`src/rtl/mult_div_unit.sv`:
```
// Shared iterative multiply/divide engine producing the HI/LO pair.
// Shift-add multiply and restoring divide, one step per clock.
module mult_div_unit #(
    parameter int WIDTH = 32
) (
    input  logic             clk,
    input  logic             reset,
    input  logic             start,
    input  logic [1:0]       op,
    input  logic [WIDTH-1:0] a,
    input  logic [WIDTH-1:0] b,
    output logic [WIDTH-1:0] hi,
    output logic [WIDTH-1:0] lo,
    output logic             busy,
    output logic             ready,
    output logic             div_zero
);

    localparam int CW = $clog2(WIDTH + 1);

    typedef enum logic [1:0] {
        IDLE,
        RUN,
        DONE
    } state_t;

    state_t               state_q, state_d;
    logic [CW-1:0]        cnt_q, cnt_d;
    logic                 div_q, div_d;
    logic                 zero_q, zero_d;
    logic                 neg_lo_q, neg_lo_d;
    logic                 neg_hi_q, neg_hi_d;
    logic [2*WIDTH-1:0]   acc_q, acc_d;
    logic [WIDTH-1:0]     opb_q, opb_d;
    logic [WIDTH-1:0]     hi_q, hi_d;
    logic [WIDTH-1:0]     lo_q, lo_d;
    logic                 busy_q, busy_d;
    logic                 ready_q, ready_d;
    logic                 dz_q, dz_d;

    logic                 a_neg, b_neg;
    logic [WIDTH-1:0]     a_mag, b_mag;
    logic [WIDTH:0]       mul_sum;
    logic [2*WIDTH-1:0]   mul_next;
    logic [WIDTH:0]       div_try;
    logic [WIDTH:0]       div_diff;
    logic                 div_ge;
    logic [2*WIDTH-1:0]   div_next;
    logic [2*WIDTH-1:0]   prod;
    logic [WIDTH-1:0]     quo;
    logic [WIDTH-1:0]     rem;

    // Operand magnitudes; op[0] selects the unsigned variants.
    always_comb begin
        a_neg = ~op[0] & a[WIDTH-1];
        b_neg = ~op[0] & b[WIDTH-1];
        a_mag = a_neg ? -a : a;
        b_mag = b_neg ? -b : b;
    end

    // acc holds {upper product, multiplier} or {remainder, dividend/quotient}.
    always_comb begin
        mul_sum  = {1'b0, acc_q[2*WIDTH-1:WIDTH]}
                 + (acc_q[0] ? {1'b0, opb_q} : '0);
        mul_next = {mul_sum, acc_q[WIDTH-1:1]};

        div_try  = {acc_q[2*WIDTH-1:WIDTH], acc_q[WIDTH-1]};
        div_diff = div_try - {1'b0, opb_q};
        div_ge   = (div_try >= {1'b0, opb_q});
        div_next = div_ge
                 ? {div_diff[WIDTH-1:0], acc_q[WIDTH-2:0], 1'b1}
                 : {div_try[WIDTH-1:0], acc_q[WIDTH-2:0], 1'b0};

        prod = neg_lo_q ? -acc_q : acc_q;
        quo  = neg_lo_q ? -acc_q[WIDTH-1:0] : acc_q[WIDTH-1:0];
        rem  = neg_hi_q ? -acc_q[2*WIDTH-1:WIDTH]
                        : acc_q[2*WIDTH-1:WIDTH];
    end

    always_comb begin
        state_d  = state_q;
        cnt_d    = cnt_q;
        div_d    = div_q;
        zero_d   = zero_q;
        neg_lo_d = neg_lo_q;
        neg_hi_d = neg_hi_q;
        acc_d    = acc_q;
        opb_d    = opb_q;
        hi_d     = hi_q;
        lo_d     = lo_q;
        ready_d  = 1'b0;
        dz_d     = 1'b0;

        unique case (state_q)
            IDLE: begin
                if (start) begin
                    div_d = op[1];
                    if (op[1] && (b == '0)) begin
                        // One holding cycle in DONE gives a 2-clock latency.
                        zero_d  = 1'b1;
                        cnt_d   = CW'(1);
                        state_d = DONE;
                    end else begin
                        zero_d   = 1'b0;
                        acc_d    = {{WIDTH{1'b0}}, a_mag};
                        opb_d    = b_mag;
                        neg_lo_d = a_neg ^ b_neg;
                        neg_hi_d = a_neg;
                        cnt_d    = CW'(WIDTH);
                        state_d  = RUN;
                    end
                end
            end
            RUN: begin
                acc_d = div_q ? div_next : mul_next;
                cnt_d = cnt_q - CW'(1);
                if (cnt_q == CW'(1)) begin
                    state_d = DONE;
                end
            end
            DONE: begin
                if (cnt_q != '0) begin
                    cnt_d = cnt_q - CW'(1);
                end else begin
                    state_d = IDLE;
                    ready_d = 1'b1;
                    if (zero_q) begin
                        dz_d = 1'b1;
                    end else if (div_q) begin
                        hi_d = rem;
                        lo_d = quo;
                    end else begin
                        hi_d = prod[2*WIDTH-1:WIDTH];
                        lo_d = prod[WIDTH-1:0];
                    end
                end
            end
            default: begin
                state_d = IDLE;
            end
        endcase

        busy_d = (state_d != IDLE);
    end

    always_ff @(posedge clk or negedge reset) begin
        if (!reset) begin
            state_q  <= IDLE;
            cnt_q    <= '0;
            div_q    <= 1'b0;
            zero_q   <= 1'b0;
            neg_lo_q <= 1'b0;
            neg_hi_q <= 1'b0;
            acc_q    <= '0;
            opb_q    <= '0;
            hi_q     <= '0;
            lo_q     <= '0;
            busy_q   <= 1'b0;
            ready_q  <= 1'b0;
            dz_q     <= 1'b0;
        end else begin
            state_q  <= state_d;
            cnt_q    <= cnt_d;
            div_q    <= div_d;
            zero_q   <= zero_d;
            neg_lo_q <= neg_lo_d;
            neg_hi_q <= neg_hi_d;
            acc_q    <= acc_d;
            opb_q    <= opb_d;
            hi_q     <= hi_d;
            lo_q     <= lo_d;
            busy_q   <= busy_d;
            ready_q  <= ready_d;
            dz_q     <= dz_d;
        end
    end

    assign hi       = hi_q;
    assign lo       = lo_q;
    assign busy     = busy_q;
    assign ready    = ready_q;
    assign div_zero = dz_q;

endmodule

```
`config.mk`:
```
export PLATFORM = sky130hd
export DESIGN_NAME = mult_div_unit
export DESIGN_NICKNAME = d
export VERILOG_FILES = /design/src/rtl/mult_div_unit.sv
export SDC_FILE = /design/constraint.sdc
export NUM_CORES = 1
export LEC_CHECK = 0
export ABC_CLOCK_PERIOD_IN_PS = 4900
export BUFFER_PORTS_ARGS = -buffer_cell sky130_fd_sc_hd__buf_2
export CELL_PAD_IN_SITES_DETAIL_PLACEMENT = 1
export CELL_PAD_IN_SITES_GLOBAL_PLACEMENT = 1
export CORE_MARGIN = 5
export CORE_UTILIZATION = 46
export DETAILED_ROUTE_END_ITERATION = 7
export PLACE_DENSITY = 0.84
export SYNTH_ARGS = -nofsm -noshare
export SYNTH_HDL_FRONTEND = slang
export SYNTH_SLANG_ARGS = --single-unit
```
`constraint.sdc`:
```
create_clock -name clk -period 4.9 [get_ports clk]
set_input_delay 0.245 -clock clk [delete_from_list [all_inputs] [get_ports clk]]
set_output_delay 0.245 -clock clk [all_outputs]
set_load 0.1 [all_outputs]
```
==> flow_metrics.py <==
metrics = {
    "cts": {
        "htreeDepth": 4,
        "cts_sinks": 175,
        "cts_hold_buf": 1,
        "clk_latency_ns": 0.45,
        "cts_setup_buffers": 0,
        "cts_tree": "built",
        "root_buffer": "clkbuf_16",
        "ctsResizeCount": 0,
        "numCtsBuffers": 17,
        "cts_buffer_depth": 2,
        "clk_pin_slew_ns": 0.07,
    },
    "placed_design": {
        "dp_hpwl_mm": 37.8,
        "port_buffers": 135,
        "place_inst": 2248,
        "placed_cell_area_um2": 15100,
        "place_congestion": 0.936,
    },
    "timing": {
        "fin_skew_ns": 0.0140,
        "drv_slew": 0,
        "fmax_mhz": 237,
        "tns_ns": 0,
        "rsz0062_at_grt": "false",
        "slew_headroom_pct": 27.4,
        "period_minus_slack_ns": 4.22,
        "finalSetupViolCount": 0,
        "hold_slack_ns": 0.106,
        "tightest_slew_ns": 1.09,
        "hold_viol": 0,
        "period_share_pct": 86.2,
    },
    "synthesis": {
        "ys_warn_count": 0,
        "ys_top_cells_by_count": "nand2_1, o21ai_0, dfrtp_1",
        "netlist_top_cells_area": "dfrtp_1, o21ai_0, nand2_1, ha_1, xnor2_1",
        "ys_types": 89,
        "synth.top_cell.area_share_pct": 30.6,
        "ys_ff_latch": 175,
        "netlist_area_um2": 14300,
        "synth-async-reset-ratio_pct": 100,
        "synth_edf_count": 0,
        "syn_nets": 1944,
        "syn_inst": 1799,
        "synth.avg_cell_area_um2": 7.96,
        "synth_top_flop_cell": "dfrtp_1",
        "ys_seq_area_share_pct": 30.6,
        "synthMostInstantiatedCell": "nand2_1",
        "synth_top_cell_by_area": "dfrtp_1",
    },
    "worst_hold_path": {
        "holdPathEnd": "opb_q[31]",
        "hold_depth": 3,
        "hp-start": "start",
        "hp-class": "in -> reg",
    },
    "final_layout": {
        "final_cells": 2280,
        "nNetsFinal": 2017,
        "drive_above_1_share_pct": 11.6,
        "fin_area_um2": 15800,
        "antennaDiodeCount": 0,
        "areaGrowthSynthToFinish_pct": 10.0,
    },
    "critical_path": {
        "cp.arrival_ns": 4.57,
        "critPathMaxStageDelay_ns": 0.57,
        "path_buf_inv": 1,
        "end_kind": "register",
        "r2r-start": "acc_q[0]",
        "path_class": "reg -> reg",
        "cp-start-kind": "register",
        "cp_slowest_cell": "a2111oi_0",
        "rr_worst_depth": 12,
        "reg2reg_to": "acc_q[58]",
        "path_cells": "clkinv_1, nor2_1, ha_1, a21o_1, a21oi_1, a2111oi_0, o21ai_0, a21oi_1, a31oi_1, o31ai_1, mux2_2, o31ai_1",
        "crit_family": "compound AO/OA/AOI/OAI gates",
        "critical_path_required_ns": 5.25,
        "cp_max_fo": 13,
        "r2r_slack_ns": 0.68,
    },
    "drt": {
        "drt_iter0_drc": 1086,
        "first_pass_iters": 5,
        "vias": 14100,
        "postRouteAntennaNets": 0,
        "avgRoutedWirePerCell_um": 21.5,
        "drcViolationCount": 0,
        "via_per_inst": 6.17,
        "wirelength_mm": 49.1,
    },
    "global_route": {
        "track_usage_pct": 27.6,
        "grt-ovfl-total": 0,
        "grt_pass1_vias": 14500,
        "grt_pass1_wl_mm": 79.6,
        "grt_start_max_net_pins": 125,
        "antenna_found_initial": 0,
    },
    "die": {
        "initial_core_util_pct": 46.7,
        "floorplan.rows": 64,
        "die-area_um2": 34800,
        "pin_count": 136,
        "die_w_um": 186,
        "die_height_um": 186,
        "core_area_um2": 30700,
    },
    "job": {
        "max-cap-violations": 0,
    },
    "status": {
        "outcome": "finished, final reports clean",
    },
}
-- how the worst max path moves through the flow --
| stage | from | to | slack [ns] | cells after the start |
|---|---|---|---|---|
| global placement | acc_q[0] | acc_q[58] | 0.88 | 12 |
| floorplan | acc_q[0] | acc_q[58] | 1.50 | 13 |
| finish | acc_q[0] | acc_q[58] | 0.68 | 12 |
| global route | acc_q[0] | acc_q[58] | 0.38 | 12 |
| detailed placement | acc_q[0] | acc_q[58] | 0.82 | 12 |
| CTS | acc_q[0] | acc_q[58] | 0.79 | 12 |
-- tightest hold or removal path, stage by stage --
cell	delay, ns
buf_2	0.13
nand3_1	0.07
o22ai_1	0.06
-- layer usage --
metal | up-vias | global-route usage, % | part of all wire [%]
met5 | - | 0 | 0
met4 | 0 | 7.59 | 2.3
met3 | 81 | 4.63 | 6.4
met2 | 463 | 44.1 | 46
met1 | 6950 | 38.9 | 45
li1 | 6563 | - | -
-- placed cells by master, fill, tap and decap left out, drive strengths merged, types with 5 or more instances in the layout --
cell / count
o41ai: 11
o31ai: 34
a21boi: 5
nand3: 46
o21a: 6
inv: 79
xor2: 71
clkbuf: 18
a21oi: 101
nand4: 10
buf: 152
nand2b: 15
or3: 22
nor2: 104
a211oi: 11
a221oi: 5
o21ai: 256
xnor2: 96
or4: 13
nand2: 277
mux2i: 44
and2: 7
dfrtp: 175
a22oi: 15
a31oi: 29
o211ai: 14
nor2b: 11
o311ai: 7
and3: 11
a21o: 26
nor4: 17
or2: 12
o21bai: 6
nor3: 35
ha: 74
-- area by class of cell --
class,instances,area [µm²]
fillers,3771,14900
multi-input cells,1450,9150
flip-flops and latches,175,4380
repair buffers,153,820
well taps,396,495
clock buffers,18,429
inverters,75,282
clock inverters,13,198
-- state kept, by name (all words and copies together), names as in the netlist --
signal / count
neg_hi_q: 1
zero_q: 1
neg_lo_q: 1
opb_q: 32
div_zero: 1
busy: 1
acc_q: 64
state_q: 2
ready: 1
hi: 32
cnt_q: 6
lo: 32
div_q: 1
-- kinds of logic (layout without fill, tap and decap cells) --
group | Yosys count | after routing | share of synthesized area, %
AO/OA/AOI/OAI | 567 | 567 | 24.2
multiplexers | 47 | 47 | 3.31
adder cells (fa/ha/maj) | 76 | 76 | 6.75
XOR/XNOR | 167 | 167 | 10.2
buffers and inverters | 174 | 259 | 5.64
flip-flops | 175 | 175 | 30.6
AND/OR/NAND/NOR | 593 | 593 | 19.3
-- through the flow --
| stage | setup WS, ns | util, % |
|---|---|---|
| 4_1_cts | 0.790 | 51.4 |
| 2_1_floorplan | 1.50 | - |
| 3_5_place_dp | 0.824 | 49.3 |
| 6_report | 0.676 | 51.4 |
| 5_1_grt | 0.379 | 51.4 |
| 3_3_place_gp | 0.881 | 49.3 |
Power is left out: the tool's default activity adds up to more than one toggle a clock period on the data nets, which glitch-free logic cannot reach.
